===== src/rtl/mips_pkg.sv =====
// Shared datapath widths and packer FSM state encodings for the
// immediate-handling blocks.
package mips_pkg;

   localparam int WORD_WIDTH = 32;
   localparam int IMM_WIDTH  = 6;

   typedef enum logic [1:0] {
      ST_IDLE = 2'd0,
      ST_SCAN = 2'd1,
      ST_RESP = 2'd2
   } packer_state_t;

endpackage : mips_pkg


===== src/rtl/imm_chunk_cmp.sv =====
// Combinational check of one slice of upper bits against the replicated
// extension reference bit.
module imm_chunk_cmp #(
   parameter int CHUNK = 2
) (
   input  logic [CHUNK-1:0] bits,
   input  logic             ref_bit,
   output logic             mismatch
);

   assign mismatch = (bits != {CHUNK{ref_bit}});

endmodule : imm_chunk_cmp


===== src/rtl/imm_narrow_packer.sv =====
// Narrows a word to an immediate field and reports whether sign/zero extension
// of that field reproduces the word; the upper bits are checked CHUNK per clock.
module imm_narrow_packer
   import mips_pkg::*;
#(
   parameter int IN_WIDTH  = WORD_WIDTH,
   parameter int OUT_WIDTH = IMM_WIDTH,
   parameter int CHUNK     = 2
) (
   input  logic                 clk,
   input  logic                 rst_n,
   input  logic                 in_valid,
   output logic                 in_ready,
   input  logic [IN_WIDTH-1:0]  in_word,
   input  logic                 in_unsigned,
   output logic                 out_valid,
   input  logic                 out_ready,
   output logic [OUT_WIDTH-1:0] out_imm,
   output logic                 out_fits
);

   localparam int UPPER_W = IN_WIDTH - OUT_WIDTH;
   localparam int NCHUNK  = (CHUNK > 0) ? (UPPER_W / CHUNK) : 1;
   localparam int CNT_W   = (NCHUNK > 1) ? $clog2(NCHUNK) : 1;
   localparam logic [CNT_W-1:0] CNT_LAST = CNT_W'(NCHUNK - 1);

   generate
      if (OUT_WIDTH < 1 || UPPER_W < 1 || CHUNK < 1 || (UPPER_W % CHUNK) != 0) begin : g_bad_params
         $error("imm_narrow_packer: illegal IN_WIDTH/OUT_WIDTH/CHUNK combination");
      end
   endgenerate

   packer_state_t        state;
   logic [UPPER_W-1:0]   upper;
   logic [OUT_WIDTH-1:0] field;
   logic                 ref_bit;
   logic                 err;
   logic [CNT_W-1:0]     cnt;
   logic                 mismatch;

   // The upper bits are shifted down each SCAN cycle, so the comparator
   // always looks at the lowest slice instead of a variable part-select.
   imm_chunk_cmp #(
      .CHUNK (CHUNK)
   ) u_cmp (
      .bits     (upper[CHUNK-1:0]),
      .ref_bit  (ref_bit),
      .mismatch (mismatch)
   );

   // Handshake FSM, scan counter, sticky error and registered result.
   always_ff @(posedge clk) begin
      if (!rst_n) begin
         state     <= ST_IDLE;
         upper     <= '0;
         field     <= '0;
         ref_bit   <= 1'b0;
         err       <= 1'b0;
         cnt       <= '0;
         in_ready  <= 1'b1;
         out_valid <= 1'b0;
         out_imm   <= '0;
         out_fits  <= 1'b0;
      end else begin
         case (state)
            ST_IDLE: begin
               if (in_valid && in_ready) begin
                  upper    <= in_word[IN_WIDTH-1:OUT_WIDTH];
                  field    <= in_word[OUT_WIDTH-1:0];
                  ref_bit  <= in_unsigned ? 1'b0 : in_word[OUT_WIDTH-1];
                  err      <= 1'b0;
                  cnt      <= '0;
                  in_ready <= 1'b0;
                  state    <= ST_SCAN;
               end else begin
                  in_ready <= 1'b1;
               end
            end
            ST_SCAN: begin
               err   <= err | mismatch;
               upper <= upper >> CHUNK;
               cnt   <= cnt + CNT_W'(1);
               if (cnt == CNT_LAST) begin
                  // Fold in the final slice so the result is ready on RESP entry.
                  out_valid <= 1'b1;
                  out_imm   <= field;
                  out_fits  <= ~(err | mismatch);
                  state     <= ST_RESP;
               end else begin
                  state <= ST_SCAN;
               end
            end
            ST_RESP: begin
               if (out_ready) begin
                  out_valid <= 1'b0;
                  in_ready  <= 1'b1;
                  state     <= ST_IDLE;
               end else begin
                  state <= ST_RESP;
               end
            end
            default: begin
               out_valid <= 1'b0;
               in_ready  <= 1'b1;
               state     <= ST_IDLE;
            end
         endcase
      end
   end

endmodule : imm_narrow_packer


===== config.mk =====
export PLATFORM = sky130hd
export DESIGN_NAME = imm_narrow_packer
export DESIGN_NICKNAME = d
export VERILOG_FILES = /design/src/rtl/mips_pkg.sv /design/src/rtl/imm_chunk_cmp.sv /design/src/rtl/imm_narrow_packer.sv
export SDC_FILE = /design/constraint.sdc
export NUM_CORES = 1
export LEC_CHECK = 0
export ABC_AREA = 1
export CORE_MARGIN = 5
export CORE_UTILIZATION = 54
export CTS_CLUSTER_SIZE = 16
export DETAILED_ROUTE_END_ITERATION = 12
export HOLD_SLACK_MARGIN = 0.15
export PLACE_DENSITY = 0.91
export SLEW_MARGIN = 40
export SYNTH_ARGS = -nofsm -noshare
export SYNTH_HDL_FRONTEND = slang
export SYNTH_SLANG_ARGS = --single-unit

===== constraint.sdc =====
create_clock -name clk -period 3.1 [get_ports clk]
set_input_delay 0.93 -clock clk [delete_from_list [all_inputs] [get_ports clk]]
set_output_delay 0.93 -clock clk [all_outputs]
set_load 0.1 [all_outputs]

==> key figures <==
Outcome
  • Outcome: finished clean

STA
  • Final hold viol count: 0
  • RSZ-0062 raised after global routing: false
  • Slew headroom: 0.555
  • Setup-failing EPs final: 0
  • Upper clock frequency limit: 464 MHz
  • Slew @ Worst Pin: 0.666 ns
  • Max Transition Viols Final: 0
  • Hold WS: 0.481 ns
  • Setup_tns: 0 ns
  • Final min period: 2.16 ns
  • Period utilization: 0.696
  • Skew final: 0.00268 ns

Route
  • Drt via density: 5.11
  • Final wirelength: 4900 um
  • Via count: 2009
  • DR iter-0 viols: 159
  • DR DRC count: 0
  • Avg WL per Cell: 12.5 um
  • DR pass1 iterations: 5
  • Antenna-violating nets left: 0

Place
  • Post-DP HPWL: 3360 um
  • RePlAce Congestion: 0.783
  • Count of input and output buffers: 45

Worst setup path
  • CP dominant cell by count: nor2_1
  • Max FO, Critical Path: 26
  • CP top delay family: compound AO/OA/AOI/OAI gates
  • Worst reg2reg endpoint: out_fits$_SDFFE_PN0P_
  • Max stage delay on crit path: 0.57 ns
  • CP required: 3.29 ns
  • WP data arrival: 2.35 ns
  • Crit. End Element: register
  • Critical Path Source: in_valid
  • Buf+Inv Stages, Crit Path: 2
  • Type of origin of the critical path: input pin
  • Ordered cell list for the critical path: clkdlybuf4s50_1 > nand2_1 > a21oi_4 > inv_1 > nor2_1 > nor2_1
  • Reg-to-reg startpoint: state[1]$_SDFFE_PN0P_
  • CP Class: in -> reg
  • Slowest CP cell: a21oi_4
  • R2R Setup Slk: 1.52 ns
  • Worst Reg-to-Reg Cells: 7

Synthesis
  • Post-Syn Nets: 340
  • Post-Syn Area: 0.00219 mm^2
  • Mean area per synthesized cell: 7.29 um^2
  • Synth area leaders: dfxtp_1 (45%), nor2_1 (15%), nand3b_1 (7.9%), nand3_1 (7.3%), nand2_1 (5.3%)
  • Synth top area share: 0.447
  • Seq/Total Area, Yosys: 0.447
  • Synth warnings: 0
  • FF+latch count, synth: 49
  • Post-Synthesis Cells: 301
  • Area leader, netlist: dfxtp_1
  • Distinct cells, synth: 20

Floorplanning
  • Initial core utilization: 0.553
  • DIE HEIGHT: 73.8 um
  • Number of core rows: 23
  • CORE AREA: 0.00397 mm^2
  • Die area: 0.00544 mm^2
  • Die width: 73.8 um
  • IO Count: 46

Pwr
  • Leak: 0.00116 uW
  • Clock power share: 0.272
  • Power Density: 498 mW/mm^2
  • Switch share: 0.277
  • Comb power frac: 0.202
  • Internal power: 986 uW
  • Net Sw Power: 378 uW
  • Reg power frac: 0.526
  • VDD IR max: 0.377 mV

Clock network
  • CTS Hold Bufs: 0
  • Root buffer cell: clkbuf_8
  • Clock transition at path regs: 0.08 ns
  • H-tree Lvls: 2
  • CTS tree: yes
  • Post_cts resized: 0
  • Number of setup buffers added after CTS: 0
  • Clk buf depth: 2
  • Number of buffers created by CTS: 5
  • Clock Sink Count: 49
  • Worst skew pair latency: 0.29 ns

GRT
  • Largest net degree at the start of global routing: 33
  • Total track usage: 0.196
  • Initial antenna violation count: 0
  • Total gr overflow: 0
  • Vias in the first global route: 1982
  • First-pass GRT wire length: 8400 um

Finish
  • NumNets Final: 382
  • Area grow syn2layout: 24.7%
  • Multi-input gate area: 0.00109 mm^2
  • Layout cells sized above 1: 0.0816
  • # diodes: 0
  • Sequential standard cell area: 981 um^2
  • FILL cells: 354

Worst hold path
  • Hold Crit Class: reg -> reg
  • WHS Path Cells: 2
  • Hold worst-path end: upper[24]$_SDFFE_PN0P_
  • Hold path startpoint: upper[24]$_SDFFE_PN0P_

Run
  • Max Cap Violations: 0
## area by class of cell
class	count	share of cell area
clock buffer	7	0.0316
sequential	49	0.358
tap	50	0.0229
multi-input combinational	224	0.399
inverter	13	0.0178
timing repair buffer	50	0.170
## logic make-up (layout without fill, tap and decap cells)
family                   count (synthesis)  count (layout)  share of synthesized area
AND/OR/NAND/NOR                        197             197                      0.424
AO/OA/AOI/OAI                           25              25                     0.0621
flip-flops                              49              49                      0.447
buffers and inverters                   28              70                     0.0553
adder cells (fa/ha/maj)                  2               2                     0.0114
## metal layers
layer | vias to the layer above | track usage | wire length [um]
met2 | 55 | 0.338 | 2330
met3 | 6 | 0.0629 | 371
met4 | 0 | 0.0483 | 43
met1 | 902 | 0.235 | 2150
met5 | - | 0 | 0
li1 | 1046 | - | -
## power groups by stage
stage	clock network (uW)	logic, uW	registers (uW)
2_1_floorplan	0	183	734
3_5_place_dp	0	273	731
4_1_cts	381	277	716
3_3_place_gp	0	265	727
5_1_grt	398	313	724
6_report	372	275	717
## flip-flops by register name (all words and copies together) (netlist names)
signal / cells
out_imm: 6
cnt: 4
upper: 26
in_ready: 1
field: 6
err: 1
out_valid: 1
ref_bit: 1
out_fits: 1
state: 2
## synth_stat cells (all sizes together)
master,count
or2,22
a21oi,12
nand2,33
nand3b,23
ha,2
dfxtp,49
o21ai,13
inv,13
clkbuf,5
buf,10
nand4,1
nor2,86
nand3,32
## worst reg2reg max path, delay by kind of cell, from the launching register on
kind | cells | cell delay (ns)
simple gates | 5 | 0.79
flops | 1 | 0.45
buf+inv | 2 | 0.26
## metrics by stage
stage | total power [uW] | worst slack [ns] | instance area [um^2] | util | instances
after floorplan | 916 | 1.10 | 2190 | - | 301
after global placement | 992 | 0.651 | 2650 | 0.667 | 386
after detailed placement | 1000 | 0.637 | 2650 | 0.667 | 386
after CTS | 1370 | 0.964 | 2740 | 0.689 | 393
after global routing | 1440 | 0.812 | 2740 | 0.689 | 393
final | 1360 | 0.943 | 2740 | 0.689 | 393
## cells in the final DEF, fill, tap and decap left out, types with 9 or more instances in the layout
cell             synthesis  layout
nor2_1                  85      85
nand2_1                 31      31
a21oi_1                 11      11
dfxtp_1                 49      49
nand3b_1                23      23
o21ai_0                 13      13
inv_1                    9       9
nand3_1                 32      32
buf_4                    2      14
clkdlybuf4s50_1          0      36
or2_0                   15      15
## worst max-delay path by stage
stage / cells after the start / end
after floorplan: 6 / upper[10]$_SDFFE_PN0P_
after global placement: 6 / upper[23]$_SDFFE_PN0P_
after detailed placement: 6 / upper[23]$_SDFFE_PN0P_
after CTS: 6 / upper[23]$_SDFFE_PN0P_
after global routing: 6 / cnt[2]$_SDFFE_PN0P_
final: 6 / upper[23]$_SDFFE_PN0P_
Power figures use the tool's default switching activity.
==> patch: new RTL, same flow settings <==
Reset style: asynchronous (`rst_n`), changed in one clocked block.
--- a/src/rtl/imm_narrow_packer.sv
+++ b/src/rtl/imm_narrow_packer.sv
@@ -49,7 +49,7 @@
    );
 
    // Handshake FSM, scan counter, sticky error and registered result.
-   always_ff @(posedge clk) begin
+   always_ff @(posedge clk or negedge rst_n) begin
       if (!rst_n) begin
          state     <= ST_IDLE;
          upper     <= '0;
Function: differs if rst_n is asserted again (counterexample within 4 cycles, from zero or initial values and one cycle with rst_n low); with rst_n held inactive, the same outputs for 10 cycles.
==> patch against the original RTL <==
Sequential cell count is the same; area after synthesis grew 8.3%; design area grew 4.0%; core utilization down 3.1 points; largest cell class is now sequential cells; wire length shrank 8.0%; setup slack about the same.
Power is not compared: it rests on default switching activity, and its combinational part moved more than twofold at a synthesized area within 25%.
==> patch: results (changes against the original RTL) <==
* Status: complete, no violations
* WL met2 at 2170 µm (-6.9%)
* CTS Buf Count at 5 (unchanged)
* Worst endpoint data arrival time at 2340 ps
* Routed Antenna Nets at 0 (unchanged)
* Via count at 1927 (-4.1%)
* Final wirelength at 4510 µm (-8.0%)
* Min-delay worst type: flip-flop to flip-flop
* Fill cells at 364 (+2.8%)
* Synth Area in Compound Gates at 0.0763 (+0.0142)
* Worst skew pair latency at 290 ps (about the same)
* Skew final at 4.11 ps (+1.43 ps)
* Top sig layer: met4
* Register area share after synthesis at 0.516 (+0.0693)
* Detail Placement HPWL at 3160 µm (-5.8%)
* Dpl cell area at 2760 µm² (+4.3%)
* Synth top area cells: dfrtp_1 (51%), nand2_1 (24%), inv_1 (3.2%)
* Clock transition at path regs at 80 ps (about the same)
* Adder-Cell Fraction of Synth Area at 0.0105 (-0.000876)
* Crit Path Max Fanout at 41 (+58%)
* First-pass GRT wire length at 8460 µm (+0.65%)
* Post-CTS Setup Inserts at 0 (unchanged)
* DRT iter0 DRCs at 85 (-47%)
* RD Place Congestion at 0.750 (-4.1%)
* Post-synth ARST share at 1.00 (+1.00)
* Root buf cell: clkbuf_8
* # H-tree levels at 2 (unchanged)
* Multiplexer area fraction after synthesis at 0 (unchanged)
* M1 WL at 2080 µm (-3.2%)
* Nets at 378 (-1.0%)
* Routed wl met3 at 176 µm (-53%)
* Commonest cells post-synth: nand2_1 (154), dfrtp_1 (48), inv_1 (20), o21ai_0 (14), o21ai_1 (9)
* Post-synthesis xor/xnor area fraction at 0 (unchanged)
* Number of iterations in the first detailed-routing pass at 4 (-1)
* Post-Synthesis Net Count at 334 (-1.8%)
* Synth cell types at 23 (+15%)
* CTS resizes at 0 (unchanged)
* All-Layer GR Usage at 0.171 (-0.0254)
* Biggest regs: upper: 26 flops, field: 6 flops, out_imm: 6 flops
* Ys flop type: dfrtp_1
* Slew headroom at 0.657 (+0.102)
* Antenna cells at 0 (unchanged)
* Worst R2R Setup Slack at 1320 ps (-200 ps)
* Largest net degree at the start of global routing at 42 (+27%)
* Vias in the first global route at 2031 (+2.5%)
* Peak supply drop at 0.000528 V
* Sw frac at 0.494
* Largest Register: upper
* Layout cell share with drive strength beyond 1 at 0.124 (+0.0419)
patch: worst max-delay path: stages:
cell,delay (ps)
clkdlybuf4s50_1,450
nand2_1,70
inv_1,90
nand2_4,100
nand2_4,310
inv_2,200
nand2_1,110
nand2_1,60
patch: power by group through the flow:
stage / sequential (µW) / combinational [µW] / clock, µW
finish: 1090 / 1560 / 359
global route: 1130 / 1760 / 386
CTS: 1090 / 1580 / 364
detailed placement: 1100 / 1570 / 0
global placement: 1090 / 1520 / 0
floorplan: 1480 / 992 / 0
patch: area by class of cell:
class / count / area, µm² / share of cell area
timing repair buffer: 47 / 438 / 0.154
sequential: 49 / 1230 / 0.431
inverter: 23 / 86.3 / 0.0303
clock buffer: 6 / 72.6 / 0.0255
clock inverter: 2 / 10.0 / 0.00352
tap: 52 / 65.1 / 0.0229
multi-input combinational: 213 / 947 / 0.333
patch: per-layer routing:
layer | vias to the layer above | GRT usage
li1 | 986 | -
met1 | 890 | 0.208
met4 | 0 | 0.0594
met5 | - | 0
met3 | 9 | 0.0307
met2 | 42 | 0.301
patch: stage by stage:
step	power [µW]	cells	setup slack, ps	util	hold slack (ps)
after global placement	2620	384	670	0.639	454
final	3010	392	943	0.658	476
after detailed placement	2670	384	640	0.639	458
after CTS	3030	392	929	0.658	479
after global routing	3280	392	783	0.658	499
after floorplan	2470	295	1270	-	442
patch: path summary, 6_finish.rpt:
path | cells past startpoint | start | to
worst max-delay path | 8 | in_valid | upper[23]$_DFFE_PN0P_
worst max register to register | 6 | state[1]$_DFFE_PN0P_ | upper[23]$_DFFE_PN0P_
max in group asynchronous | 2 | rst_n | in_ready$_DFFE_PN1P_
worst min-delay path | 2 | upper[22]$_DFFE_PN0P_ | upper[22]$_DFFE_PN0P_
worst min register to register | 2 | upper[22]$_DFFE_PN0P_ | upper[22]$_DFFE_PN0P_
min in group asynchronous | 1 | rst_n | upper[9]$_DFFE_PN0P_
patch: kinds of logic after synthesis:
kind of cell / count (synthesis)
AO/OA/AOI/OAI: 31
AND/OR/NAND/NOR: 180
buffers and inverters: 33
flip-flops: 49
adder cells (fa/ha/maj): 2
